**src/rtl/dmem_write_buffer.sv**
```systemverilog
// dmem_write_buffer: data-memory responder for the single-cycle MIPS core.
// Stores are queued in a DEPTH-entry write buffer and retired to internal word
// RAM one entry every DRAIN_CYCLES cycles. Loads are combinational and forward
// the newest buffered store to the same word, falling back to RAM otherwise.
// Build option: define WBUF_COALESCE_EN to merge a store into the newest
// buffered entry when both target the same word.
module dmem_write_buffer #(
   parameter int DEPTH        = 4,
   parameter int ADDR_BITS    = 6,
   parameter int DRAIN_CYCLES = 3
) (
   input  logic                     clk,
   input  logic                     reset,
   input  logic                     memwrite,
   input  logic [31:0]              dataadr,
   input  logic [31:0]              writedata,
   output logic [31:0]              readdata,
   output logic                     empty,
   output logic                     full,
   output logic [$clog2(DEPTH):0]   count,
   output logic                     overflow
);

   localparam int PTR_BITS = $clog2(DEPTH);
   localparam int CNT_BITS = PTR_BITS + 1;
   localparam int TMR_BITS = (DRAIN_CYCLES > 1) ? $clog2(DRAIN_CYCLES) : 1;
   localparam int WORDS    = 1 << ADDR_BITS;

   localparam logic [TMR_BITS-1:0] TMR_RELOAD = TMR_BITS'(DRAIN_CYCLES - 1);
   localparam logic [CNT_BITS-1:0] CNT_FULL   = CNT_BITS'(DEPTH);
   localparam logic [CNT_BITS-1:0] CNT_ONE    = CNT_BITS'(1);
   localparam logic [PTR_BITS-1:0] PTR_ONE    = PTR_BITS'(1);

   // Word RAM and write-buffer storage (storage is not reset; validity comes
   // from the head/count bookkeeping).
   logic [31:0]           ram       [WORDS];
   logic [ADDR_BITS-1:0]  buf_idx   [DEPTH];
   logic [31:0]           buf_data  [DEPTH];

   // Buffer bookkeeping state.
   logic [PTR_BITS-1:0]   head_reg, head_next;
   logic [PTR_BITS-1:0]   tail_reg, tail_next;
   logic [CNT_BITS-1:0]   count_reg, count_next;
   logic [TMR_BITS-1:0]   timer_reg, timer_next;
   logic                  overflow_reg, overflow_next;

   // Per-cycle decisions.
   logic [ADDR_BITS-1:0]  idx;
   logic                  is_empty;
   logic                  is_full;
   logic                  pop_en;
   logic                  merge_en;
   logic                  accept;
   logic                  push_en;
   logic                  drop_en;

   // Forwarding lookup.
   logic [DEPTH-1:0]      hit;
   logic [31:0]           hit_data  [DEPTH];

   // Byte-offset bits and address bits above the RAM are deliberately ignored,
   // so addresses alias modulo the RAM size.
   logic                  unused_addr_bits;
   assign unused_addr_bits = ^{dataadr[31:ADDR_BITS+2], dataadr[1:0]};

   assign idx      = dataadr[ADDR_BITS+1:2];
   assign is_empty = (count_reg == '0);
   assign is_full  = (count_reg == CNT_FULL);

   // The head retires when the buffer is non-empty and its timer has run out.
   assign pop_en   = !is_empty && (timer_reg == '0);

`ifdef WBUF_COALESCE_EN
   logic [PTR_BITS-1:0]   newest_ptr;
   assign newest_ptr = tail_reg - PTR_ONE;

   // Merge into the newest entry unless that entry is the sole one and is
   // leaving this cycle; then the store must allocate a fresh entry.
   assign merge_en = memwrite && !is_empty
                     && (buf_idx[newest_ptr] == idx)
                     && !(pop_en && (count_reg == CNT_ONE));
`else
   assign merge_en = 1'b0;
`endif

   // A freeing pop makes room for a store even when the buffer is full.
   assign accept  = memwrite && !merge_en;
   assign push_en = accept && (!is_full || pop_en);
   assign drop_en = accept && is_full && !pop_en;

   // State register: pointers, occupancy, drain timer and sticky overflow.
   always_ff @(posedge clk) begin
      if (!reset) begin
         head_reg     <= '0;
         tail_reg     <= '0;
         count_reg    <= '0;
         timer_reg    <= TMR_RELOAD;
         overflow_reg <= 1'b0;
      end else begin
         head_reg     <= head_next;
         tail_reg     <= tail_next;
         count_reg    <= count_next;
         timer_reg    <= timer_next;
         overflow_reg <= overflow_next;
      end
   end

   // Next-state logic for the buffer bookkeeping.
   always_comb begin
      head_next     = head_reg;
      tail_next     = tail_reg;
      count_next    = count_reg;
      timer_next    = timer_reg;
      overflow_next = overflow_reg;

      if (push_en) begin
         tail_next = tail_reg + PTR_ONE;
      end
      if (pop_en) begin
         head_next = head_reg + PTR_ONE;
      end

      case ({push_en, pop_en})
         2'b10:   count_next = count_reg + CNT_ONE;
         2'b01:   count_next = count_reg - CNT_ONE;
         default: count_next = count_reg;
      endcase

      if (drop_en) begin
         overflow_next = 1'b1;
      end

      // Timer idles at its reload value while empty, so a store entering an
      // empty buffer waits a full DRAIN_CYCLES before retiring.
      if (is_empty) begin
         timer_next = TMR_RELOAD;
      end else if (timer_reg == '0) begin
         timer_next = TMR_RELOAD;
      end else begin
         timer_next = timer_reg - TMR_BITS'(1);
      end
   end

   // Buffer storage write: allocate at tail, or merge into the newest entry.
   always_ff @(posedge clk) begin
      if (reset && push_en) begin
         buf_idx[tail_reg]  <= idx;
         buf_data[tail_reg] <= writedata;
      end
`ifdef WBUF_COALESCE_EN
      else if (reset && merge_en) begin
         buf_data[newest_ptr] <= writedata;
      end
`endif
   end

   // RAM write of the retiring head entry; visible from RAM the next cycle.
   always_ff @(posedge clk) begin
      if (reset && pop_en) begin
         ram[buf_idx[head_reg]] <= buf_data[head_reg];
      end
   end

   // Per-slot match, ordered oldest (gi = 0) to newest relative to head.
   genvar gi;
   generate
      for (gi = 0; gi < DEPTH; gi++) begin : g_slot
         logic [PTR_BITS-1:0] slot;
         assign slot         = head_reg + PTR_BITS'(gi);
         assign hit[gi]      = (CNT_BITS'(gi) < count_reg) && (buf_idx[slot] == idx);
         assign hit_data[gi] = buf_data[slot];
      end
   endgenerate

   // Load path: the newest matching buffered store wins, else the RAM word.
   always_comb begin
      readdata = ram[idx];
      for (int k = 0; k < DEPTH; k++) begin
         if (hit[k]) begin
            readdata = hit_data[k];
         end
      end
   end

   assign empty    = is_empty;
   assign full     = is_full;
   assign count    = count_reg;
   assign overflow = overflow_reg;

endmodule
```
**config.mk**
```make
export PLATFORM = sky130hd
export DESIGN_NAME = dmem_write_buffer
export DESIGN_NICKNAME = d
export VERILOG_FILES = /design/src/rtl/dmem_write_buffer.sv
export SDC_FILE = /design/constraint.sdc
export NUM_CORES = 2
export LEC_CHECK = 0
export BUFFER_PORTS_ARGS = -buffer_cell sky130_fd_sc_hd__buf_4
export CAP_MARGIN = 10
export CORE_MARGIN = 3
export CORE_UTILIZATION = 60
export DETAILED_ROUTE_END_ITERATION = 8
export HOLD_SLACK_MARGIN = 0.03
export PLACE_DENSITY = 0.81
export SETUP_SLACK_MARGIN = 0.3
export SYNTH_ARGS = -nofsm -noshare
export SYNTH_HDL_FRONTEND = slang
export SYNTH_SLANG_ARGS = --single-unit
```
**constraint.sdc**
```tcl
create_clock -name clk -period 11.1 [get_ports clk]
set_clock_uncertainty 0.2 [all_clocks]
set_input_delay 2.22 -clock clk [delete_from_list [all_inputs] [get_ports clk]]
set_output_delay 2.22 -clock clk [all_outputs]
set_load 0.1 [all_outputs]
```
Word-level counts from Yosys, hierarchy flattened
Memory sizes are Yosys's and may differ from the RTL's. A register that Yosys moved wholly into a read port is not among the register bits.
Cells that the tools add are included.
Word-level totals
  bits in registers: 10
  latch bits: 0
  memory bits (writable): 2200
  memory bits (read-only): 0
  memories: 3
Operators by class
  $add $sub $neg: 7
  $mul: 0
  divide/modulo/power cells: 0
  order comparisons: 4
  equal/unequal tests: 7
  shift operators: 0
  multiplexer cells: 13
  bitwise logic cells: 1
  reduce and logical (&&, ||, !) cells: 18
Memories
  ram: depth 64, width 32, rd ports 1, clocked after Yosys merged registers in 0, write ports 1, line 36  | logic [31:0] ram [WORDS];
  buf_data: depth 4, width 32, rd ports 4, clocked after Yosys merged registers in 1, write ports 1, line 38  | logic [31:0] buf_data [DEPTH];
  buf_idx: depth 4, width 6, rd ports 4, clocked after Yosys merged registers in 1, write ports 1, line 37  | logic [ADDR_BITS-1:0] buf_idx [DEPTH];
Operators with widths (count)
  $mux 32: 4
  $eq 6x6->1: 4
  $logic_and 1x1->1: 10
  $mux 2: 4
  $lt 1x3->1 const A: 2
  $lt 2x3->1 const A: 2
  $pmux 3 s2: 1
  $add 2x1->2 const B: 2
  $add 2x2->2 const B: 2
  $mux 1: 4
  $add 3x1->3 const B: 1
  $eq 3x3->1 const B: 1
  $logic_not 1->1: 3
  $logic_not 3->1: 1
  $reduce_or 3->1: 1
  $sub 3x1->3 const B: 1
  $eq 2x1->1 const B: 1
  $eq 2x2->1 const B: 1
  $logic_not 2->1: 1
  $reduce_bool 2->1: 1
  $sub 2x1->2 const B: 1
  $logic_or 1x1->1: 1
  $not 1->1: 1

Longest topological paths before layout
  depth in word-level cells: 8
  mapped depth: 11
  depth with buffers taken out: 8

Least setup slack after synthesis
No wires, ideal clock.
  path type: input to output
  from: in dataadr[2]
  to: out readdata[30]
  data arrival time: 5.568 ns
  data required time: 8.680 ns
  setup slack: 3.112 ns
  stages: 10
  buffers on the path: 4
  cells stage by stage: buf_4 > buf_2 > buf_2 > buf_2 > nor2_1 > a2111o_1 > a221oi_1 > nor3_1 > a311o_1 > a21oi_1
On the way
  cells in the longest elaborated chain, start to end: 6
Ends and longest elaborated chain
  from (decl): line 15  | input logic [31:0] dataadr,
  branches (longest 5 deep; another with $mem_v2 64x32)
  $mux 32 *: line 179  | if (hit[k]) begin
  to (decl): line 17  | output logic [31:0] readdata,
Every way passes the cells marked *.

Final worst setup path
  from: in dataadr[2]
  to: out readdata[6]
Same word-level chain as after synthesis.

==> run metrics <==
status=complete, no violations; initial DRC count=approximately 8600; worst path arrival time=between 6000 and 7000 ps; GRT Util Overall=approximately a third; Final nets=4374; Post-Syn Area per Cell=between 20 and 25 um^2; Syn Inst Count=between 4000 and 5000; Max-slew headroom=11.5%; max-capacitance violation count=0; layout cell share with drive strength beyond 1=28.0%; sequential share of power=51.8%; Max FO, Critical Path=60; final worst path period share=between 80% and 90%; # rows=approximately 140; cell breakdown of the critical path=buf_8 -> buf_4 -> mux4_2 -> a22oi_1 -> nand2_1 -> o21ai_0 -> nor3_1 -> o32a_1 -> buf_4; Place WS=between 2000 and 2500 ps; Final Hold Viols=0; clk sinks=roughly 2200; Reg2Reg Depth=6; Die Wd=389 um; Peak VDD IR=0.134 mV; Synth Flop Type=edfxtp_1; Fmax achieved=between 0.1 and 0.15 GHz; Seq cells post-synth=about 2200; distinct cell type count after synthesis=53; crit-path max cell delay=1040 ps; largest net degree at the start of global routing=140; first-pass GRT wire length=roughly 350000 um; async set-reset flop share out of synthesis=0%; Hold Path Depth=1; Post-CTS Hold Buffers=0; die height=a little under 400 um; Final Critical Period=between 9000 and 10000 ps; crit-path most repeated cell=buf_4; Non-Filler Instances=6372; Power Internal=14.1 mW; slew of the pin with the lowest slew margin=1310 ps; EDFF count, synth=between 2000 and 2500; critical path class=input port to primary output; die area=0.151 mm^2; Lkg Pwr=between 20 and 30 nW; DP HPWL=~110000 um; core area=around 0.14 mm^2; area grow syn2layout=11.3%; TNS Setup=0 ps; CP bufs+invs=3; # IOs=roughly 110; Port Buffers=78; min-delay src=timer_reg[0]$_SDFF_PP0_; RD Place Congestion=between 0.8 and 0.9; post-synthesis sequential area ratio=75.5%; TritonCTS Buffers=around 200; Starting Density=about three fifths; CP max stage cell=o21ai_0; unrepaired setup endpoints after global routing=false; Root Buffer=clkbuf_16; Hold Crit Class=register to register; most common cell after layout, fill and taps aside=edfxtp_1; vias in the first global route=47500; Vias per Instance=roughly 7.5; CTS max path bufs=3; Gate power share=11.3%; post-CTS setup buffer count=0; startpoint types=input port; Slew Viols, Final=0; routed wire length per instance=~38 um; clk_lat worst skew=between 800 and 900 ps; yosys warns=0; H-tree depth=4; WP data required=8680 ps; Placed Cells=between 5000 and 6000; Reg-to-Reg End=ram[4][15]$_DFFE_PP_; synthesized area=0.0878 mm^2; DRT Pass-1 Iters=6; commonest non-fill, non-tap cells in the layout=edfxtp_1 (2200), mux4_2 (596), a22oi_1 (244); Final ANT Viol Nets=0; Worst Hold Path EP=timer_reg[0]$_SDFF_PP0_; clock network power share=between 30% and 40%; Largest delay share family, worst path=compound AO/OA/AOI/OAI gates; post-CTS sizing=0; initial antenna violation count=13; total gr overflow=0; switching power=~4.7 mW; drt drc=0; Power Density=around 190 mW/mm^2; Setup Viol. Count Final=0; clock-pin slew reported for the worst setup and hold paths after clock tree synthesis=roughly 60 ps; drt total wl=~240000 um; post-synth net total=between 4000 and 5000; CTS tree=yes; total number of vias=roughly 48000; reg2reg setup slack=just over 6000 ps; Switching Fraction=25.0%; Largest register FFs=a little over 2000; crit path capture type=primary output; Setup WS post-layout=approximately 2000 ps
-- worst max-delay path by stage --
stage / startpoint / depth (start not counted) / slack [ps] / end
finish: dataadr[2] / 9 / 1970 / readdata[6]
global route: dataadr[2] / 9 / 1970 / readdata[6]
CTS: dataadr[2] / 9 / 2200 / readdata[25]
detailed placement: dataadr[2] / 10 / 2300 / readdata[4]
global placement: dataadr[2] / 9 / 2320 / readdata[9]
floorplan: dataadr[2] / 10 / 3110 / readdata[30]
-- worst reg2reg max path, stage by stage, from the launching register on --
cell and delay [ps]:
dfxtp_2 310, buf_4 560, mux2i_1 350, nor2_1 90, a21oi_1 980, nand2_1 870, nor2_4 1210
-- metal layers --
metal	share of wire (%)	vias up	routed length, um	global-route usage, %
li1	-	17900	-	-
met1	33	24300	80200	44.2
met2	47	4683	113000	49.1
met3	14	716	34400	8.63
met4	5.4	4	12900	15.0
met5	0.0087	-	21	0
-- cells by family (layout without fill, tap and decap cells) --
family / Yosys count / after routing / synth area share, %
AO/OA/AOI/OAI: 463 / 463 / 3.95
XOR/XNOR: 27 / 27 / 0.269
adder cells (fa/ha/maj): 9 / 9 / 0.128
buffers and inverters: 284 / 597 / 1.38
flip-flops: 2212 / 2212 / 75.5
multiplexers: 682 / 682 / 16.3
other: 0 / 4 / 0
AND/OR/NAND/NOR: 475 / 475 / 2.45
-- area by class of cell --
class,instances,area [um^2]
Timing Repair Buffer,215,1730
Antenna cell,4,10.0
Multi-Input combinational cell,1656,20800
Fill cell,8059,46800
Tap cell,1903,2380
Inverter,16,60.1
Sequential cell,2212,66300
Clock buffer,237,5190
Clock inverter,129,1230
-- Yosys cell counts (all sizes together) (2+ instances only) --
master,instances,area share (%)
clkbuf,136,0.58
mux4,596,15
nand3,77,0.44
xnor2,20,0.20
o21a,2,0.017
or2,5,0.036
nor2b,6,0.043
and3,5,0.036
a31o,2,0.020
mux2,36,0.46
nand2b,4,0.028
dfxtp,12,0.27
xor2,7,0.070
nand4,5,0.036
ha,9,0.13
a31oi,2,0.014
mux2i,50,0.57
edfxtp,2200,75
a22oi,244,2.1
buf,132,0.73
inv,16,0.068
o21ai,95,0.54
o32a,30,0.34
a221oi,4,0.040
and2,38,0.27
nor3,72,0.41
a311o,2,0.023
a21oi,37,0.21
a22o,4,0.040
nor2,138,0.59
nand2,119,0.51
a311oi,30,0.51
-- per-stage QoR --
step | hold slack [ps] | instance area, um^2 | power (mW) | util, %
2_1_floorplan | 199 | 87800 | 11.1 | -
3_3_place_gp | 209 | 91300 | 11.8 | 63.2
3_5_place_dp | 240 | 91300 | 11.9 | 63.2
4_1_cts | 264 | 97700 | 18.7 | 67.6
5_1_grt | 283 | 97700 | 19.1 | 67.6
6_report | 262 | 97700 | 18.7 | 67.6
-- power by group through the flow --
stage / logic [mW] / registers, mW / clock network (mW)
2_1_floorplan: 1.24 / 9.89 / 0
3_3_place_gp: 1.93 / 9.87 / 0
3_5_place_dp: 2.01 / 9.88 / 0
4_1_cts: 2.06 / 9.70 / 6.94
5_1_grt: 2.19 / 9.71 / 7.23
6_report: 2.12 / 9.71 / 6.92
Note: power is estimated with default switching activity, not from simulation.
